--- src/rtl/div_unit.sv ---
// -----------------------------------------------------------------------------
// div_unit
// Multi-cycle 32-bit integer divider used by the execute stage for DIV/DIVU.
// Radix-2 restoring division, one quotient bit per clock, start/ready handshake.
//
// Handshake: the execute stage raises start_i and holds it (pipeline stalled)
// until it samples ready_o = 1. It drops start_i in the cycle it consumes the
// result; the unit then clears ready_o/result_o on the next edge and returns
// to idle. annul_i cancels a divide in progress (flush or exception).
//
// Ports:
//   clk           in   1   clock, rising edge
//   rst           in   1   synchronous, active-high reset
//   signed_div_i  in   1   1 = DIV (two's complement), 0 = DIVU
//   opdata1_i     in  32   dividend (captured at start)
//   opdata2_i     in  32   divisor  (captured at start)
//   start_i       in   1   divide request
//   annul_i       in   1   cancel the divide in progress
//   result_o      out 64   {remainder -> HI, quotient -> LO}, registered
//   ready_o       out  1   result_o valid, registered
// -----------------------------------------------------------------------------
module div_unit (
    input  logic        clk,
    input  logic        rst,
    input  logic        signed_div_i,
    input  logic [31:0] opdata1_i,
    input  logic [31:0] opdata2_i,
    input  logic        start_i,
    input  logic        annul_i,
    output logic [63:0] result_o,
    output logic        ready_o
);

    typedef enum logic [1:0] {
        DIV_FREE    = 2'b00,
        DIV_BY_ZERO = 2'b01,
        DIV_ON      = 2'b10,
        DIV_END     = 2'b11
    } state_e;

    state_e      state_q,    state_d;
    logic [5:0]  cnt_q,      cnt_d;
    logic [64:0] work_q,     work_d;
    logic [31:0] divisor_q,  divisor_d;
    logic        neg_quo_q,  neg_quo_d;
    logic        neg_rem_q,  neg_rem_d;
    logic [63:0] result_q,   result_d;
    logic        ready_q,    ready_d;

    logic [31:0] op1_mag;
    logic [31:0] op2_mag;
    logic [32:0] diff;
    logic [64:0] work_step;
    logic [31:0] quo_fix;
    logic [31:0] rem_fix;

    always_comb begin
        state_d   = state_q;
        cnt_d     = cnt_q;
        work_d    = work_q;
        divisor_d = divisor_q;
        neg_quo_d = neg_quo_q;
        neg_rem_d = neg_rem_q;
        result_d  = result_q;
        ready_d   = ready_q;

        // Magnitudes of the live operands; only used at capture time.
        op1_mag = (signed_div_i && opdata1_i[31]) ? (~opdata1_i + 32'd1) : opdata1_i;
        op2_mag = (signed_div_i && opdata2_i[31]) ? (~opdata2_i + 32'd1) : opdata2_i;

        // One restoring step: trial-subtract the divisor from the partial
        // remainder; a borrow (diff[32]) means the quotient bit is 0.
        diff      = {1'b0, work_q[63:32]} - {1'b0, divisor_q};
        work_step = diff[32] ? {work_q[63:0], 1'b0}
                             : {diff[31:0], work_q[31:0], 1'b1};

        // Sign fix-up applied to the final step's value. The signed overflow
        // case 0x80000000 / -1 falls out naturally as quotient 0x80000000.
        quo_fix = neg_quo_q ? (~work_step[31:0] + 32'd1)  : work_step[31:0];
        rem_fix = neg_rem_q ? (~work_step[64:33] + 32'd1) : work_step[64:33];

        case (state_q)
            DIV_FREE: begin
                if (start_i && !annul_i) begin
                    divisor_d = op2_mag;
                    neg_quo_d = signed_div_i && (opdata1_i[31] ^ opdata2_i[31]);
                    neg_rem_d = signed_div_i && opdata1_i[31];
                    cnt_d     = 6'd0;
                    work_d    = {32'b0, op1_mag, 1'b0};
                    if (opdata2_i == 32'd0) begin
                        state_d = DIV_BY_ZERO;
                    end else begin
                        state_d = DIV_ON;
                    end
                end
            end
            DIV_BY_ZERO: begin
                result_d = 64'h0;
                if (annul_i) begin
                    state_d = DIV_FREE;
                    ready_d = 1'b0;
                end else begin
                    state_d = DIV_END;
                    ready_d = 1'b1;
                end
            end
            DIV_ON: begin
                if (annul_i) begin
                    state_d  = DIV_FREE;
                    ready_d  = 1'b0;
                    result_d = 64'h0;
                end else begin
                    work_d = work_step;
                    cnt_d  = cnt_q + 6'd1;
                    // cnt_q counts completed steps; this is the 32nd.
                    if (cnt_q == 6'd31) begin
                        state_d  = DIV_END;
                        result_d = {rem_fix, quo_fix};
                        ready_d  = 1'b1;
                    end
                end
            end
            DIV_END: begin
                // annul_i is deliberately ignored: the stage simply drops
                // start_i and the result goes unused.
                if (!start_i) begin
                    state_d  = DIV_FREE;
                    ready_d  = 1'b0;
                    result_d = 64'h0;
                end
            end
            default: begin
                state_d  = DIV_FREE;
                ready_d  = 1'b0;
                result_d = 64'h0;
            end
        endcase
    end

    always_ff @(posedge clk) begin
        if (rst) begin
            state_q   <= DIV_FREE;
            cnt_q     <= 6'd0;
            work_q    <= 65'd0;
            divisor_q <= 32'd0;
            neg_quo_q <= 1'b0;
            neg_rem_q <= 1'b0;
            result_q  <= 64'h0;
            ready_q   <= 1'b0;
        end else begin
            state_q   <= state_d;
            cnt_q     <= cnt_d;
            work_q    <= work_d;
            divisor_q <= divisor_d;
            neg_quo_q <= neg_quo_d;
            neg_rem_q <= neg_rem_d;
            result_q  <= result_d;
            ready_q   <= ready_d;
        end
    end

    assign result_o = result_q;
    assign ready_o  = ready_q;

endmodule

--- config.mk ---
export PLATFORM = sky130hd
export DESIGN_NAME = div_unit
export DESIGN_NICKNAME = d
export VERILOG_FILES = /design/src/rtl/div_unit.sv
export SDC_FILE = /design/constraint.sdc
export NUM_CORES = 1
export LEC_CHECK = 0
export ABC_AREA = 0
export CAP_MARGIN = 25
export CORE_ASPECT_RATIO = 1.5
export CORE_MARGIN = 2
export CORE_UTILIZATION = 45
export CTS_BUF_LIST = sky130_fd_sc_hd__clkbuf_8
export DETAILED_ROUTE_END_ITERATION = 6
export HOLD_SLACK_MARGIN = 0.12
export PLACE_DENSITY = 0.73
export SYNTH_ARGS = -nofsm -noshare
export SYNTH_HDL_FRONTEND = slang
export SYNTH_SLANG_ARGS = --single-unit
--- constraint.sdc ---
create_clock -name clk -period 8.6 [get_ports clk]
set_input_delay 1.72 -clock clk [delete_from_list [all_inputs] [get_ports clk]]
set_output_delay 1.72 -clock clk [all_outputs]
set_load 0.01 [all_outputs]
### Yosys cells after proc, flatten, opt, wreduce, memory -nomap -nowiden

Index checks and enable logic that the tools add are counted.

* register bits after elaboration: 171
* input bits: 69
* output and inout bits: 65
* word-level logic and storage cells: 67

* add/subtract/negate cells: 6
* equal/unequal tests: 8
* mux-type cells: 27
* bitwise operators: 5
* reduce and logical (&&, ||, !) cells: 13

Operators with widths (number)
* $mux 64: 5
* $pmux 64 s3: 1
* $add 32x1->32 const B: 4
* $mux 32: 4
* $not 32->32: 4
* $pmux 64 s2: 1
* $mux 65: 1
* $sub 32x32->33: 1
* $logic_not 32->1: 1
* $mux 2: 6
* $mux 6: 2
* $pmux 6 s2: 1
* $reduce_and 3->1: 3
* $pmux 2 s4: 1
* $add 6x1->6 const B: 1
* $eq 6x5->1 const B: 1
* $ne 2x2->1 const B: 3
* $eq 2x2->1 const B: 2
* $logic_and 1x1->1: 4
* $mux 1: 4
* $ne 3x3->1 const B: 1
* $pmux 1 s3: 1
* $reduce_bool 3->1: 1
* $eq 2x1->1 const B: 1
* 5 further kinds: 5

### Logic depth before layout (Yosys ltp)

Gate-level depths: netlist of the first run.

* word-level depth: 8
* depth in mapped cells: 24
* mapped depth without buffers: 21

### Worst setup path after synthesis of the first run

No wires, ideal clock.

* path type: flip-flop to flip-flop
* from: register work_q[32]
* to: register result_q[58] (netlist: result_o[58])
* library setup time: 0.117 ns
* data arrival time: 4.625 ns
* required time: 8.483 ns
* setup slack: 3.858 ns
* cell stages (with the launch flop): 23
* buffers on the path: 2
* period minus slack after synthesis: 4.742 ns
* cells stage by stage: dfxtp_1 > inv_1 > ha_1 > fa_1 > nor2b_4 > o31ai_1 > a21o_1 > o21ai_1 > nand4_2 > nand2_2 > buf_1 > clkbuf_1 > nand2_1 > o21ai_0 > ha_1 > o2111ai_1 > nor4_1 > o21ai_0 > o32ai_1 > nand4_1 > o31ai_1 > xor2_1 > a22o_1

* longest elaborated chain between the ends: 8

Ends and longest elaborated chain
* from (decl): RTL line 43 `logic [64:0] work_q, work_d;`
* from (signal assigned): RTL line 153 `work_q <= work_d;`
* $sub 32x32->33: RTL line 73 `diff = {1'b0, work_q[63:32]} - {1'b0, divisor_q};`
* $mux 65 *: RTL line 74 `work_step = diff[32] ? {work_q[63:0], 1'b0}`
* $not 32->32: RTL line 80 `rem_fix = neg_rem_q ? (~work_step[64:33] + 32'd1) : work_step[64:33];`
* $add 32x1->32: RTL line 80
* $mux 32 *: RTL line 80
* $mux 64 *: RTL line 116 `if (cnt_q == 6'd31) begin`
* $mux 64 *: RTL line 108 `if (annul_i) begin`
* $pmux 64 s3 *: RTL line 82 `case (state_q)`
* to (signal assigned): RTL line 157 `result_q <= result_d;`
* to (decl): RTL line 47 `logic [63:0] result_q, result_d;`

Every way passes the cells marked *; elsewhere a longest branch is shown, timed or not. The select of a mux whose other input is x is not followed.
A chain may end at the register's enable or synchronous reset.

### Worst setup path after layout of the first run

* from: register work_q[32]
* to: register result_q[62] (netlist: result_o[62])

Same word-level chain as after synthesis.

==> results of run 1 <==
[through the flow]
step	power, µW	utilization	hold slack [ns]
after floorplan	2340	-	0.432
after global routing	3700	0.532	0.494
after CTS	3440	0.530	0.458
after global placement	2840	0.513	0.442
after detailed placement	2860	0.514	0.447
final	3470	0.532	0.461
[synthesized netlist by cell type, types with 15 or more instances]
cell,number,share of area
sky130_fd_sc_hd__a22oi_1,59,0.038
sky130_fd_sc_hd__a22o_1,17,0.013
sky130_fd_sc_hd__mux2i_1,22,0.019
sky130_fd_sc_hd__clkbuf_1,78,0.025
sky130_fd_sc_hd__o21ai_0,81,0.035
sky130_fd_sc_hd__xnor2_1,95,0.072
sky130_fd_sc_hd__xor2_1,44,0.033
sky130_fd_sc_hd__a211oi_1,36,0.023
sky130_fd_sc_hd__ha_1,41,0.044
sky130_fd_sc_hd__a21oi_1,137,0.059
sky130_fd_sc_hd__nor4_1,19,0.010
sky130_fd_sc_hd__o31ai_1,31,0.020
sky130_fd_sc_hd__inv_1,57,0.018
sky130_fd_sc_hd__nand2_1,184,0.059
sky130_fd_sc_hd__nand3_1,18,0.0077
sky130_fd_sc_hd__nor3_1,34,0.015
sky130_fd_sc_hd__or4_1,16,0.010
sky130_fd_sc_hd__dfxtp_1,171,0.29
sky130_fd_sc_hd__o21ai_1,15,0.0065
sky130_fd_sc_hd__nor2_1,214,0.069
[worst max-delay path, delay by kind of cell (launching register included)]
kind	cells	cell delay [ns]
adder cells (fa/ha/maj)	3	1.04
buffers and inverters	2	0.55
flip-flops	1	0.36
AO/OA/AOI/OAI	9	1.77
AND/OR/NAND/NOR	7	1.48
[worst min path at each step]
stage | slack [ns] | to | cells past startpoint | from
after floorplan | 0.43 | divisor_q[20] | 2 | divisor_q[20]
after global placement | 0.44 | divisor_q[22] | 2 | divisor_q[22]
after detailed placement | 0.45 | divisor_q[21] | 2 | divisor_q[21]
after CTS | 0.46 | divisor_q[21] | 2 | divisor_q[21]
after global routing | 0.49 | divisor_q[22] | 2 | divisor_q[22]
final | 0.46 | work_q[31] | 2 | work_q[31]
[power breakdown]
part | switching (µW) | internal, µW | total [µW] | leakage [µW]
combinational | 1270 | 663 | 1930 | 0.00337
clock | 362 | 223 | 585 | 0.000203
sequential | 78.7 | 871 | 950 | 0.00139
[state kept, by name, summed over array words and instances, names as in the netlist]
name,flops
result_o,64
ready_o,1
work_q,64
neg_quo_q,1
neg_rem_q,1
cnt_q,6
divisor_q,32
state_q,2
[final cells by class]
class,instances,area [µm²],share of cell area
Sequential cell,171,3420,0.252
Timing Repair Buffer,146,1470,0.108
Clock inverter,15,171,0.0126
Inverter,58,218,0.0160
Multi-Input combinational cell,1239,7670,0.564
Tap cell,333,417,0.0306
Clock buffer,17,234,0.0172
[per-layer routing]
| layer | vias up | part of all wire | routed length (µm) |
|---|---|---|---|
| met5 | - | 0.00036 | 13 |
| met4 | 2 | 0.065 | 2340 |
| met3 | 132 | 0.045 | 1600 |
| met2 | 356 | 0.50 | 17900 |
| met1 | 5403 | 0.39 | 14100 |
| li1 | 5710 | - | - |
[kinds of logic after synthesis]
| logic type | count (synthesis) | share of synthesized area |
|---|---|---|
| AOI/OAI and AO/OA | 465 | 0.261 |
| buffers and inverters | 149 | 0.0484 |
| xor gates and xnor gates | 139 | 0.105 |
| DFF | 171 | 0.294 |
| and+or+nand+nor | 564 | 0.220 |
| muxes | 29 | 0.0257 |
| adders and majority gates | 42 | 0.0458 |
==> results.sh, run 1 <==
export IMPL_postCtsSetupRepairBufs=0
export IMPL_final_cell_count_no_fill=1979
export IMPL_cp_max_fo=46
export IMPL_most_common_layout_cells="sky130_fd_sc_hd__nor2_1 (212), sky130_fd_sc_hd__nand2_1 (184), sky130_fd_sc_hd__dfxtp_1 (171)"
export IMPL_worstHoldPathType="flop to flop"
export IMPL_synth_enable_flop_cells=0
export IMPL_timing_fmax_mhz=187
export IMPL_met3_grt_util=0.0409
export IMPL_via_count=11600
export IMPL_fill_cells=2511
export IMPL_post_route_antenna_net_violation_count=0
export IMPL_ys_seq_elements=171
export IMPL_insertion_delay_ns=0.50
export IMPL_htree_num_levels=4
export IMPL_synthesized_cell_area_mm2=0.0116
export IMPL_gp_congestion=0.981
export IMPL_avgSynthCellArea_um2=7.46
export IMPL_tritoncts_num_buffers=17
export IMPL_final_setup_tns_ns=0
export IMPL_cp_required_ns=9.01
export IMPL_netlist_instances=1559
export IMPL_drt_pass1_iter_count=6
export IMPL_die_area_mm2=0.0272
export IMPL_drt_wirelength_per_cell_um=18.1
export IMPL_design_area_mm2=0.0136
export IMPL_finalMaxSlewViolations=0
export IMPL_mappedNetlistNets=1670
export IMPL_irDropWorstVdd_mv=0.267
export IMPL_yosys_most_used_dff="sky130_fd_sc_hd__dfxtp_1"
export IMPL_place_area_mm2=0.0131
export IMPL_min_period_ns=5.34
export IMPL_synth_lib_cells_used_distinct=69
export IMPL_io_buffer_count=133
export IMPL_grt_busiest_layer="met2"
export IMPL_tritoncts="done"
export IMPL_place_inst=1945
export IMPL_global_route_usage_met1=0.296
export IMPL_critical_path_cell_chain="inv_1 -> ha_1 -> fa_1 -> nor2b_4 -> o31ai_1 -> a21o_1 -> o21ai_1 -> nand4_2 -> nand2_2 -> buf_4 -> nand2_1 -> o21ai_0 -> ha_1 -> o2111ai_1 -> nor4_1 -> o21ai_0 -> o32ai_1 -> nand4_1 -> nor4_1 -> o21ai_0 -> a32o_1"
export IMPL_skew_ns=0.0175
export IMPL_detailedRoute_firstIterationViolations=836
export IMPL_antenna_found_initial=1
export IMPL_fp_row_count=72
export IMPL_effective_utilization_at_floorplan=0.455
export IMPL_worst_setup_path_endpoint="result_o[62]"
export IMPL_yosysWarningCount=0
export IMPL_static_power_due_to_leakage_uw=0.00495
export IMPL_n_antenna_cell=0
export IMPL_drive_gt1_frac=0.0498
export IMPL_setup_worst_path_start="work_q[32]"
export IMPL_remaining_drc_errors=0
export IMPL_ctsHoldBuffers=0
export IMPL_worst_path_max_delay_cell="sky130_fd_sc_hd__buf_4"
export IMPL_die_w_um=135
export IMPL_smallest_setup_slack_after_layout_ns=3.26
export IMPL_timing_worst_setup_path_type="flop to flop"
export IMPL_path_clk_slew_ns=0.11
export IMPL_maxCapViolations=0
export IMPL_run_status="finished, final reports clean"
export IMPL_grt_ovfl_total=0
export IMPL_reg2reg_to="result_o[62]"
export IMPL_postCtsResizedCells=0
export IMPL_detail_route_wirelength_um=35900
export IMPL_final_hold_viol_count=0
export IMPL_preCtsSetupSlack_ns=3.42
export IMPL_track_usage=0.264
export IMPL_final_net_count=1744
export IMPL_finalSetupViolCount=0
export IMPL_place_detailed_hpwl_um=27300
export IMPL_worstReg2RegStart="work_q[32]"
export IMPL_power_density_mw_per_mm2=255
export IMPL_least_margin_pin_slew_ns=0.889
export IMPL_worst_path_largest_cell_delay_ns=0.48
export IMPL_core_region_area_mm2=0.0256
export IMPL_deepest_clock_path_buffer_count=2
export IMPL_clockRootBuffer="sky130_fd_sc_hd__clkbuf_8"
export IMPL_grt_pass1_wl_um=56800
export IMPL_clock_sinks=171
export IMPL_viasPerCell=5.86
export IMPL_layout_cells_most_common="sky130_fd_sc_hd__nor2_1"
export IMPL_area_growth_pct=17.0
export IMPL_crit_path_start_kind="flop"
export IMPL_chipHeight_um=201
export IMPL_end_kind="flop"
export IMPL_io_pin_count=134
export IMPL_final_period_utilization=0.621
export IMPL_worst_slew_margin_rel=0.407
export IMPL_first_global_vias=11000
export IMPL_synthArstFlopShare=0
export IMPL_gr_usage_met2=0.462
export IMPL_crit_arrival_ns=5.74
export IMPL_reg2reg_setup_slack_ns=3.26
export IMPL_critical_path_top_cell_by_count="sky130_fd_sc_hd__o21ai_0"
export IMPL_synth_yosys_seq_area_share=0.294
export IMPL_grt_setup_unrepaired="no"
export IMPL_largest_net_degree_at_the_start_of_global_routing=78
export IMPL_worstRegToRegCells=21
No activity file was read; power rests on OpenSTA's default activity.
==> inputs of run 2 (changes only) <==
--- a/config.mk
+++ b/config.mk
@@ -13,7 +13,7 @@
 export CTS_BUF_LIST = sky130_fd_sc_hd__clkbuf_8
 export DETAILED_ROUTE_END_ITERATION = 6
 export HOLD_SLACK_MARGIN = 0.12
-export PLACE_DENSITY = 0.73
+export PLACE_DENSITY = 0.76
 export SYNTH_ARGS = -nofsm -noshare
 export SYNTH_HDL_FRONTEND = slang
 export SYNTH_SLANG_ARGS = --single-unit
==> constraint.sdc (replaced) <==
create_clock -name clk -period 4.69 [get_ports clk]
set_input_delay 0.938 -clock clk [delete_from_list [all_inputs] [get_ports clk]]
set_output_delay 0.938 -clock clk [all_outputs]
set_load 0.01 [all_outputs]
==> run 2 against run 1 <==
Effect of this change: cell count grew 0.76%; routed wire length increased by 0.78%; critical path type unchanged; utilization grew 0.50 points; first-iteration DRC count down 7.3%; register-to-register slack lost 3.0 ns; combinational power up 90%; sequential share of layout area is 0.24 points lower; flip-flop and latch count is the same; clock-buffer cell count did not move; power rose by 88%.
==> results.sh, run 2 (same netlist as run 1, synthesis figures left out) <==
export IMPL_run_status="finished, final reports clean"
export IMPL_ctsHoldBuffers=0
export IMPL_final_setup_tns_ns=0
export IMPL_min_period_ns=4.43
export IMPL_postCtsSetupRepairBufs=0
export IMPL_io_pin_count=134
export IMPL_crit_arrival_ns=4.83
export IMPL_clock_sinks=171
export IMPL_antenna_found_initial=0
export IMPL_worst_slew_margin_rel=0.462
export IMPL_track_usage=0.264
export IMPL_first_global_vias=11100
export IMPL_layout_cells_most_common="sky130_fd_sc_hd__nor2_1"
export IMPL_cp_required_ns=5.10
export IMPL_insertion_delay_ns=0.50
export IMPL_deepest_clock_path_buffer_count=2
export IMPL_chipHeight_um=201
export IMPL_timing_fmax_mhz=226
export IMPL_die_area_mm2=0.0272
export IMPL_smallest_setup_slack_after_layout_ns=0.264
export IMPL_most_common_layout_cells="sky130_fd_sc_hd__nor2_1 (212), sky130_fd_sc_hd__nand2_1 (184), sky130_fd_sc_hd__dfxtp_1 (171)"
export IMPL_detail_route_wirelength_um=36200
export IMPL_cp_max_fo=6
export IMPL_gp_congestion=1.00
export IMPL_preCtsSetupSlack_ns=0.215
export IMPL_post_route_antenna_net_violation_count=0
export IMPL_final_hold_viol_count=0
export IMPL_place_detailed_hpwl_um=27800
export IMPL_power_density_mw_per_mm2=475
export IMPL_static_power_due_to_leakage_uw=0.00503
export IMPL_drt_wirelength_per_cell_um=18.1
export IMPL_grt_ovfl_total=0
export IMPL_maxCapViolations=0
export IMPL_area_growth_pct=18.1
export IMPL_worstHoldPathType="flop to flop"
export IMPL_finalSetupViolCount=0
export IMPL_fp_row_count=72
export IMPL_least_margin_pin_slew_ns=0.799
export IMPL_grt_pass1_wl_um=57100
export IMPL_tritoncts="done"
export IMPL_n_antenna_cell=0
export IMPL_die_w_um=135
export IMPL_io_buffer_count=133
export IMPL_final_net_count=1759
export IMPL_drt_pass1_iter_count=6
export IMPL_path_clk_slew_ns=0.11
export IMPL_via_count=11700
export IMPL_drive_gt1_frac=0.0614
export IMPL_skew_ns=0.0243
export IMPL_design_area_mm2=0.0137
export IMPL_clockRootBuffer="sky130_fd_sc_hd__clkbuf_8"
export IMPL_detailedRoute_firstIterationViolations=775
export IMPL_final_cell_count_no_fill=1994
export IMPL_tritoncts_num_buffers=17
export IMPL_place_area_mm2=0.0133
export IMPL_postCtsResizedCells=0
export IMPL_end_kind="flop"
export IMPL_finalMaxSlewViolations=0
export IMPL_grt_setup_unrepaired="yes"
export IMPL_fill_cells=2508
export IMPL_place_inst=1962
export IMPL_final_period_utilization=0.944
export IMPL_remaining_drc_errors=0
export IMPL_largest_net_degree_at_the_start_of_global_routing=66
export IMPL_htree_num_levels=4
export IMPL_core_region_area_mm2=0.0256
export IMPL_timing_worst_setup_path_type="flop to flop"
export IMPL_irDropWorstVdd_mv=0.261
export IMPL_effective_utilization_at_floorplan=0.455
export IMPL_crit_path_start_kind="flop"
export IMPL_viasPerCell=5.87
-- run 2: cell count changes in the layout (fill, tap and decap cells not counted), moves of 2 or more --
cell                     before  now
sky130_fd_sc_hd__inv_12       1    3
sky130_fd_sc_hd__nor4_2       0    2
sky130_fd_sc_hd__buf_6        2    0
sky130_fd_sc_hd__inv_8        6    3
sky130_fd_sc_hd__nor4_1      19   17
sky130_fd_sc_hd__buf_4       10   28
-- run 2: stage by stage --
step	util	power, µW	hold WS (ns)
3_3_place_gp	0.519	5300	0.442
4_1_cts	0.536	6440	0.463
3_5_place_dp	0.519	5340	0.450
5_1_grt	0.537	6920	0.490
6_report	0.537	6520	0.463
2_1_floorplan	-	4290	0.432
-- run 2: layer usage --
| layer | up-vias | track usage | part of all wire |
|---|---|---|---|
| met5 | - | 0 | 0 |
| met1 | 5440 | 0.307 | 0.40 |
| met2 | 400 | 0.463 | 0.50 |
| met3 | 106 | 0.0288 | 0.046 |
| met4 | 0 | 0.153 | 0.059 |
| li1 | 5753 | - | - |
-- run 2: critical path, cell delays in order (launching register included) --
cell	delay (ns)
sky130_fd_sc_hd__dfxtp_1	0.37
sky130_fd_sc_hd__inv_1	0.07
sky130_fd_sc_hd__ha_1	0.26
sky130_fd_sc_hd__fa_1	0.46
sky130_fd_sc_hd__nor2b_4	0.16
sky130_fd_sc_hd__o31ai_1	0.09
sky130_fd_sc_hd__a21o_1	0.22
sky130_fd_sc_hd__o21ai_2	0.21
sky130_fd_sc_hd__nand4_2	0.14
sky130_fd_sc_hd__nand2_2	0.16
sky130_fd_sc_hd__nand2_1	0.06
sky130_fd_sc_hd__o21ai_0	0.15
sky130_fd_sc_hd__ha_2	0.30
sky130_fd_sc_hd__o2111ai_1	0.14
sky130_fd_sc_hd__nor4_2	0.25
sky130_fd_sc_hd__o21ai_1	0.17
sky130_fd_sc_hd__o32ai_1	0.21
sky130_fd_sc_hd__nand4_1	0.28
sky130_fd_sc_hd__o31ai_2	0.34
sky130_fd_sc_hd__xor2_1	0.10
sky130_fd_sc_hd__a22o_1	0.20
-- run 2: area by class of cell --
cell class                 count  area, µm²  share of cell area
tap                          333        417              0.0303
inverter                      58        218              0.0159
sequential                   171       3420               0.249
timing repair buffer         161       1550               0.113
multi-input combinational   1239       7690               0.560
clock inverter                15        191              0.0139
clock buffer                  17        234              0.0170
-- run 2: worst paths after layout --
check	from	endpoint	slack (ns)	depth (start not counted)
setup / recovery	work_q[32]	result_o[58]	0.26	20
hold / removal	divisor_q[31]	divisor_q[31]	0.46	2
setup reg to reg	work_q[32]	result_o[58]	0.26	20
hold reg to reg	divisor_q[31]	divisor_q[31]	0.46	2
-- run 2: where the power goes --
part | total [µW] | switching [µW] | internal, µW | leakage (µW)
Combinational | 3670 | 2400 | 1270 | 0.00343
Clock | 1100 | 686 | 419 | 0.000211
Sequential | 1740 | 143 | 1600 | 0.00139
